**src/rtl/msrh_lsu_pkg.sv**
```systemverilog
// Shared LSU pipe arbitration constants and helpers.
package msrh_lsu_pkg;

    // Requester slots of the per-pipe arbiter; lower index = higher static priority
    localparam int REQ_NUM       = 3;
    localparam int LSU_ARB_LDQ   = 0;
    localparam int LSU_ARB_STQ   = 1;
    localparam int LSU_ARB_ISSUE = 2;

    typedef logic [REQ_NUM-1:0] lsu_arb_oh_t;

    // Isolate the lowest set bit (zero in, zero out); callers truncate to their width
    function automatic logic [31:0] bit_extract_lsb(input logic [31:0] in);
        return in & (~in + 32'd1);
    endfunction

endpackage

```
**src/rtl/msrh_lsu_pipe_arbiter_if.sv**
```systemverilog
// Request/grant and pipeline-entry signals of one LSU pipe arbiter.
interface msrh_lsu_pipe_arbiter_if #(
    parameter int REQ_NUM   = 3,
    parameter int PAYLOAD_W = 64
);
    logic [REQ_NUM-1:0]   req_valid;
    logic [PAYLOAD_W-1:0] req_payload [REQ_NUM];
    logic [REQ_NUM-1:0]   req_ready;
    logic                 pipe_valid;
    logic [PAYLOAD_W-1:0] pipe_payload;
    logic [REQ_NUM-1:0]   pipe_src_oh;
    logic                 pipe_stall;
    logic                 flush;
    logic                 starve_event;

    // Requesters and pipeline side
    modport master (
        output req_valid, req_payload, pipe_stall, flush,
        input  req_ready, pipe_valid, pipe_payload, pipe_src_oh, starve_event
    );

    // Arbiter side
    modport slave (
        input  req_valid, req_payload, pipe_stall, flush,
        output req_ready, pipe_valid, pipe_payload, pipe_src_oh, starve_event
    );
endinterface

```
**src/rtl/msrh_lsu_starve_cnt.sv**
```systemverilog
// Saturating starvation counter: clear beats increment, otherwise hold.
module msrh_lsu_starve_cnt #(
    parameter  int STARVE_MAX = 8,
    localparam int CNT_W      = $clog2(STARVE_MAX + 1)
) (
    input  logic             i_clk,
    input  logic             i_reset,
    input  logic             i_clear,
    input  logic             i_inc,
    output logic [CNT_W-1:0] o_cnt,
    output logic             o_sat
);
    localparam logic [CNT_W-1:0] MAX = CNT_W'(STARVE_MAX);

    logic [CNT_W-1:0] cnt_d, cnt_q;

    // Next count: clear, saturating increment, or hold
    always_comb begin
        cnt_d = cnt_q;
        if (i_clear) begin
            cnt_d = '0;
        end else if (i_inc && (cnt_q != MAX)) begin
            cnt_d = cnt_q + CNT_W'(1);
        end
    end

    // Count register
    always_ff @(posedge i_clk) begin
        if (i_reset) cnt_q <= '0;
        else         cnt_q <= cnt_d;
    end

    assign o_cnt = cnt_q;
    assign o_sat = (cnt_q == MAX);
endmodule

```
**src/rtl/msrh_lsu_pipe_arbiter.sv**
```systemverilog
// One LSU pipe entry slot shared by LDQ replay, STQ replay and fresh issue.
// Static priority by index, overridden by requesters that have lost STARVE_MAX
// accept cycles in a row; winner lands in a one-deep register feeding EX0.
module msrh_lsu_pipe_arbiter #(
    parameter int REQ_NUM    = 3,
    parameter int PAYLOAD_W  = 64,
    parameter int STARVE_MAX = 8
) (
    input  logic                   i_clk,
    input  logic                   i_reset,
    msrh_lsu_pipe_arbiter_if.slave arb
);
    import msrh_lsu_pkg::*;

    localparam int CNT_W = $clog2(STARVE_MAX + 1);

    logic [REQ_NUM-1:0][CNT_W-1:0] starve_cnt;
    logic [REQ_NUM-1:0]            starve_sat;
    logic [REQ_NUM-1:0]            urgent;
    logic [REQ_NUM-1:0]            winner;
    logic [REQ_NUM-1:0]            grant;
    logic [REQ_NUM-1:0]            cnt_clear;
    logic [REQ_NUM-1:0]            cnt_inc;
    logic                          accept;

    logic                 pipe_valid_d,   pipe_valid_q;
    logic [PAYLOAD_W-1:0] pipe_payload_d, pipe_payload_q;
    logic [REQ_NUM-1:0]   pipe_src_oh_d,  pipe_src_oh_q;

    // Slot can take a new entry when empty or draining; flush and reset block grants
    always_comb begin
        accept = !i_reset && !arb.flush && (!pipe_valid_q || !arb.pipe_stall);
        urgent = starve_sat & arb.req_valid;
        if (|urgent) winner = REQ_NUM'(bit_extract_lsb(32'(urgent)));
        else         winner = REQ_NUM'(bit_extract_lsb(32'(arb.req_valid)));
        grant  = accept ? winner : '0;
    end

    // Per-requester counter control; a stalled cycle (accept=0) is not a loss
    always_comb begin
        cnt_clear = {REQ_NUM{arb.flush}} | grant | ~arb.req_valid;
        cnt_inc   = arb.req_valid & ~grant & {REQ_NUM{accept}};
    end

    for (genvar g = 0; g < REQ_NUM; g++) begin : g_cnt
        msrh_lsu_starve_cnt #(
            .STARVE_MAX (STARVE_MAX)
        ) u_cnt (
            .i_clk   (i_clk),
            .i_reset (i_reset),
            .i_clear (cnt_clear[g]),
            .i_inc   (cnt_inc[g]),
            .o_cnt   (starve_cnt[g]),
            .o_sat   (starve_sat[g])
        );
    end

    // Output register next state: flush drops, grant loads, empty accept drains, stall holds
    always_comb begin
        pipe_valid_d   = pipe_valid_q;
        pipe_payload_d = pipe_payload_q;
        pipe_src_oh_d  = pipe_src_oh_q;
        if (arb.flush) begin
            pipe_valid_d  = 1'b0;
            pipe_src_oh_d = '0;
        end else if (|grant) begin
            pipe_valid_d  = 1'b1;
            pipe_src_oh_d = grant;
            for (int i = 0; i < REQ_NUM; i++) begin
                if (grant[i]) pipe_payload_d = arb.req_payload[i];
            end
        end else if (accept) begin
            pipe_valid_d  = 1'b0;
            pipe_src_oh_d = '0;
        end
    end

    // Output register
    always_ff @(posedge i_clk) begin
        if (i_reset) begin
            pipe_valid_q   <= 1'b0;
            pipe_payload_q <= '0;
            pipe_src_oh_q  <= '0;
        end else begin
            pipe_valid_q   <= pipe_valid_d;
            pipe_payload_q <= pipe_payload_d;
            pipe_src_oh_q  <= pipe_src_oh_d;
        end
    end

    // Drive interface outputs
    always_comb begin
        arb.req_ready    = grant;
        arb.starve_event = accept && (|urgent);
        arb.pipe_valid   = pipe_valid_q;
        arb.pipe_payload = pipe_payload_q;
        arb.pipe_src_oh  = pipe_src_oh_q;
    end
endmodule

```
**src/flat_wrapper.sv**
```systemverilog
// flat-port wrapper written by rule: the top's interface ports become plain ports
module msrh_lsu_pipe_arbiter_flat import msrh_lsu_pkg::*;
#(
    parameter int REQ_NUM    = 3,
    parameter int PAYLOAD_W  = 64,
    parameter int STARVE_MAX = 8
)
  (i_clk, i_reset, arb_req_valid, arb_req_payload, arb_pipe_stall, arb_flush, arb_req_ready, arb_pipe_valid, arb_pipe_payload, arb_pipe_src_oh, arb_starve_event);
  msrh_lsu_pipe_arbiter_if #(.REQ_NUM(REQ_NUM), .PAYLOAD_W(PAYLOAD_W)) arb_i ();
  input  logic i_clk;
  input  logic i_reset;
  input wire logic [$bits(arb_i.req_valid)-1:0] arb_req_valid;
  input wire logic [$bits(arb_i.req_payload)-1:0] arb_req_payload;
  input wire logic [$bits(arb_i.pipe_stall)-1:0] arb_pipe_stall;
  input wire logic [$bits(arb_i.flush)-1:0] arb_flush;
  output wire logic [$bits(arb_i.req_ready)-1:0] arb_req_ready;
  output wire logic [$bits(arb_i.pipe_valid)-1:0] arb_pipe_valid;
  output wire logic [$bits(arb_i.pipe_payload)-1:0] arb_pipe_payload;
  output wire logic [$bits(arb_i.pipe_src_oh)-1:0] arb_pipe_src_oh;
  output wire logic [$bits(arb_i.starve_event)-1:0] arb_starve_event;
  assign arb_i.req_valid = arb_req_valid;
  assign arb_i.req_payload = {>>{arb_req_payload}};
  assign arb_i.pipe_stall = arb_pipe_stall;
  assign arb_i.flush = arb_flush;
  assign arb_req_ready = arb_i.req_ready;
  assign arb_pipe_valid = arb_i.pipe_valid;
  assign arb_pipe_payload = arb_i.pipe_payload;
  assign arb_pipe_src_oh = arb_i.pipe_src_oh;
  assign arb_starve_event = arb_i.starve_event;
  msrh_lsu_pipe_arbiter #(.REQ_NUM(REQ_NUM), .PAYLOAD_W(PAYLOAD_W), .STARVE_MAX(STARVE_MAX)) u_core (.i_clk(i_clk), .i_reset(i_reset), .arb(arb_i));
endmodule
```
**config.mk**
```make
export PLATFORM = sky130hd
export DESIGN_NAME = msrh_lsu_pipe_arbiter_flat
export DESIGN_NICKNAME = d
export VERILOG_FILES = /design/src/rtl/msrh_lsu_pkg.sv /design/src/rtl/msrh_lsu_pipe_arbiter_if.sv /design/src/rtl/msrh_lsu_starve_cnt.sv /design/src/rtl/msrh_lsu_pipe_arbiter.sv /design/src/flat_wrapper.sv
export SDC_FILE = /design/constraint.sdc
export NUM_CORES = 1
export LEC_CHECK = 0
export ABC_AREA = 1
export BUFFER_PORTS_ARGS = -buffer_cell sky130_fd_sc_hd__buf_4
export CAP_MARGIN = 25
export CELL_PAD_IN_SITES_DETAIL_PLACEMENT = 1
export CELL_PAD_IN_SITES_GLOBAL_PLACEMENT = 2
export CORE_MARGIN = 3
export CORE_UTILIZATION = 19
export DETAILED_ROUTE_END_ITERATION = 10
export PLACE_DENSITY_LB_ADDON = 0.1
export SETUP_SLACK_MARGIN = 0.5
export SYNTH_ARGS = -nofsm -noshare
export SYNTH_HDL_FRONTEND = slang
export SYNTH_HIERARCHICAL = 1
export SYNTH_SLANG_ARGS = --single-unit
```
**constraint.sdc**
```tcl
create_clock -name i_clk -period 2 [get_ports i_clk]
set_input_delay 0.2 -clock i_clk [delete_from_list [all_inputs] [get_ports i_clk]]
set_output_delay 0.2 -clock i_clk [all_outputs]
set_load 0.01 [all_outputs]
```
==> flow_summary.yaml <==
clocking:
  postCtsHoldBufs: 0
  cts_made_buffers: 9
  cts_max_path_buffers: 2
  clk_pin_slew_ns: 0.07
  numClockSinks: 80
  cts-root-buf: "clkbuf_16"
  clk_latency_ns: 0.34
  cts_htree_levels: 3
  cts_tree: "done"
timing:
  hold_viol: 0
  fin_crit_sh_pct: 95.5
  holdWs_ns: 0.0955
  slew_violations: 0
  relSlewSlack_pct: 69.8
  setup_slack_ns: 0.0898
  finalSetupViolCount: 0
  rsz0062_at_grt: "yes"
  worst_pin_slew_ns: 0.454
  final.setup_skew_ns: 0.0103
  fin_setup_tns_ns: 0
  fmax_mhz: 524
  min_period_ns: 1.91
die:
  core_mm2: 0.0279
  initial_utilization_pct: 19.3
  die_x_um: 175
  fp-row-count: 61
  die_height_um: 175
  die_area_mm2: 0.0305
  pin_count: 271
placement:
  dp_slack_ns: 0.0503
  placement.io_buffers: 270
  globalplace.congestion: 0.720
  place_hpwl_um: 17100
finish:
  drive_gt1_share_pct: 37.5
  utilization_pct: 34.1
  area_growth_pct: 76.3
  layout_common_cells: "buf_4, nand2_1, nor2_1"
  num_antenna_cells: 0
  final_nets: 1483
  layout_commonest_cell: "buf_4"
power_and_ir_drop:
  power_density_mw_per_mm2: 511
  p_leak_nw: 4.89
  total_power_mw: 4.87
  vdd_ir_drop_max_mv: 0.452
global_routing:
  grt_overflow: 0
  grt_pass1_vias: 6804
  grt_pass1_wl_um: 37700
  grt_max_degree: 55
  antenna_found_initial: 1
  track_usage_pct: 15.6
run_status:
  outcome: "finished, final reports clean"
route:
  viasPerCell: 4.06
  drtAntennaViolNets: 0
  firstDrtPassIters: 4
  wire_per_inst_um: 16.3
  drt_wl_total_um: 27000
  drc_errors: 0
  vias: 6740
  first_iter_violations: 213
critical_path:
  path_class: "reg2reg"
  r2r-start: "u_core/g_cnt[0].u_cnt/o_cnt[1]"
  cp-end-kind: "register"
  cp-start-kind: "register"
  worst_ep_arrival_time_ns: 2.14
  required_ns: 2.23
  cp_slowest_cell: "dfxtp_2"
  crit_start: "u_core/g_cnt[0].u_cnt/o_cnt[1]"
  critPathMaxStageDelay_ns: 0.34
  path_cells: "inv_2 -> ha_4 -> nand3_4 -> inv_4 -> nand2_4 -> inv_4 -> nor2_4 -> nand2_8 -> nand3_4 -> buf_12 -> buf_12 -> nand2_1 -> nor2_1 -> nor2_1"
  cp_max_fo: 15
yosys:
  synthesis.area_mm2: 0.00540
  ys_warn_count: 6
  synthDistinctLibCells: 21
  ys_ff_latch: 80
  synth_top_area_share_pct: 29.6
  yosys.area.top_type: "dfxtp_1"
  synth_nets: 1177
  syn_inst: 972
  avgSynthCellArea_um2: 5.56
  ys_seq_area_share_pct: 29.6
  synthTopCellsByArea: "dfxtp_1, nand2_1, nor2_1, inv_1, nand3_1"
hold_path:
  hold_path_startpoint: "arb_pipe_stall"
  hold_class: "in2reg"
run:
  cap_violations: 0
[final timing paths]
kind	depth (start not counted)	slack [ns]	endpoint
setup / recovery	14	0.09	u_core/arb.pipe_payload[37]
hold / removal	3	0.1	u_core/arb.pipe_valid
setup reg to reg	14	0.09	u_core/arb.pipe_payload[37]
hold reg to reg	2	0.48	u_core/arb.pipe_src_oh[0]
[cell usage after synthesis]
cell type  count
clkbuf_1       9
ha_1           6
nor2_1       213
nand3_2        4
nand2_4        1
o21ai_0       54
nor3_1         2
nor2_2         5
o21ai_1       10
nor2_4         1
dfxtp_1       80
nand2_2        2
inv_1        152
a31oi_1        4
buf_6          5
a21oi_1       10
inv_2          1
nand3_1       79
buf_4         20
nand2_1      293
buf_2         21
[critical path: cells and delay by family, from the launching register on]
kind	cells	cell delay, ns
buffers and inverters	5	0.47
DFF	1	0.34
adders and majority gates	1	0.16
and+or+nand+nor	8	0.82
[state kept, by name, indices dropped and copies added (netlist names)]
name                      flops
u_core/g_cnt.u_cnt/o_cnt     12
u_core/arb.pipe_payload      64
u_core/arb.pipe_valid         1
u_core/arb.pipe_src_oh        3
[final cells by class]
cell class,count,area [um2]
Fill cell,3577,18400
Inverter,153,594
Clock buffer,10,229
Tap cell,378,473
Timing Repair Buffer,350,3240
Clock inverter,4,47.5
Multi-Input combinational cell,684,3320
Sequential cell,80,1620
[power by group]
part	total [mW]	internal [mW]	leakage (nW)	switching [mW]
logic	1.44	0.754	4.10	0.683
registers	1.76	1.70	0.660	0.0631
clock network	1.67	0.952	0.134	0.721
total	4.87	3.40	4.89	1.47
[repair_timing]
item,in CTS,in global routing
setup buffers,21,13
gates resized for setup,65,119
setup endpoints to repair,82,82
cloned,4,15
pin swaps,10,41
hold endpoints to repair,0,0
[through the flow]
| step | cells | instance area (um2) |
|---|---|---|
| after floorplan | 972 | 5580 |
| after global placement | 1592 | 7980 |
| after CTS | 1631 | 8710 |
| after detailed placement | 1592 | 7980 |
| after global routing | 1659 | 9520 |
| final | 1659 | 9520 |
[layer usage]
metal	global-route usage, %	wire length (um)	vias up
met3	4.95	2000	15
met1	19.2	11500	3032
met5	0	13	-
li1	-	-	3523
met4	3.49	388	2
met2	26.7	13100	168
[kinds of logic (layout without fill, tap and decap cells)]
kind of cell | count (synthesis) | in the layout | synth area share [%]
flops | 80 | 80 | 29.6
fa+ha+maj | 6 | 6 | 1.39
simple gates | 600 | 600 | 44.6
buf+inv | 208 | 517 | 17.0
compound gates | 78 | 78 | 7.32
Note: power is estimated with default switching activity, not from simulation.
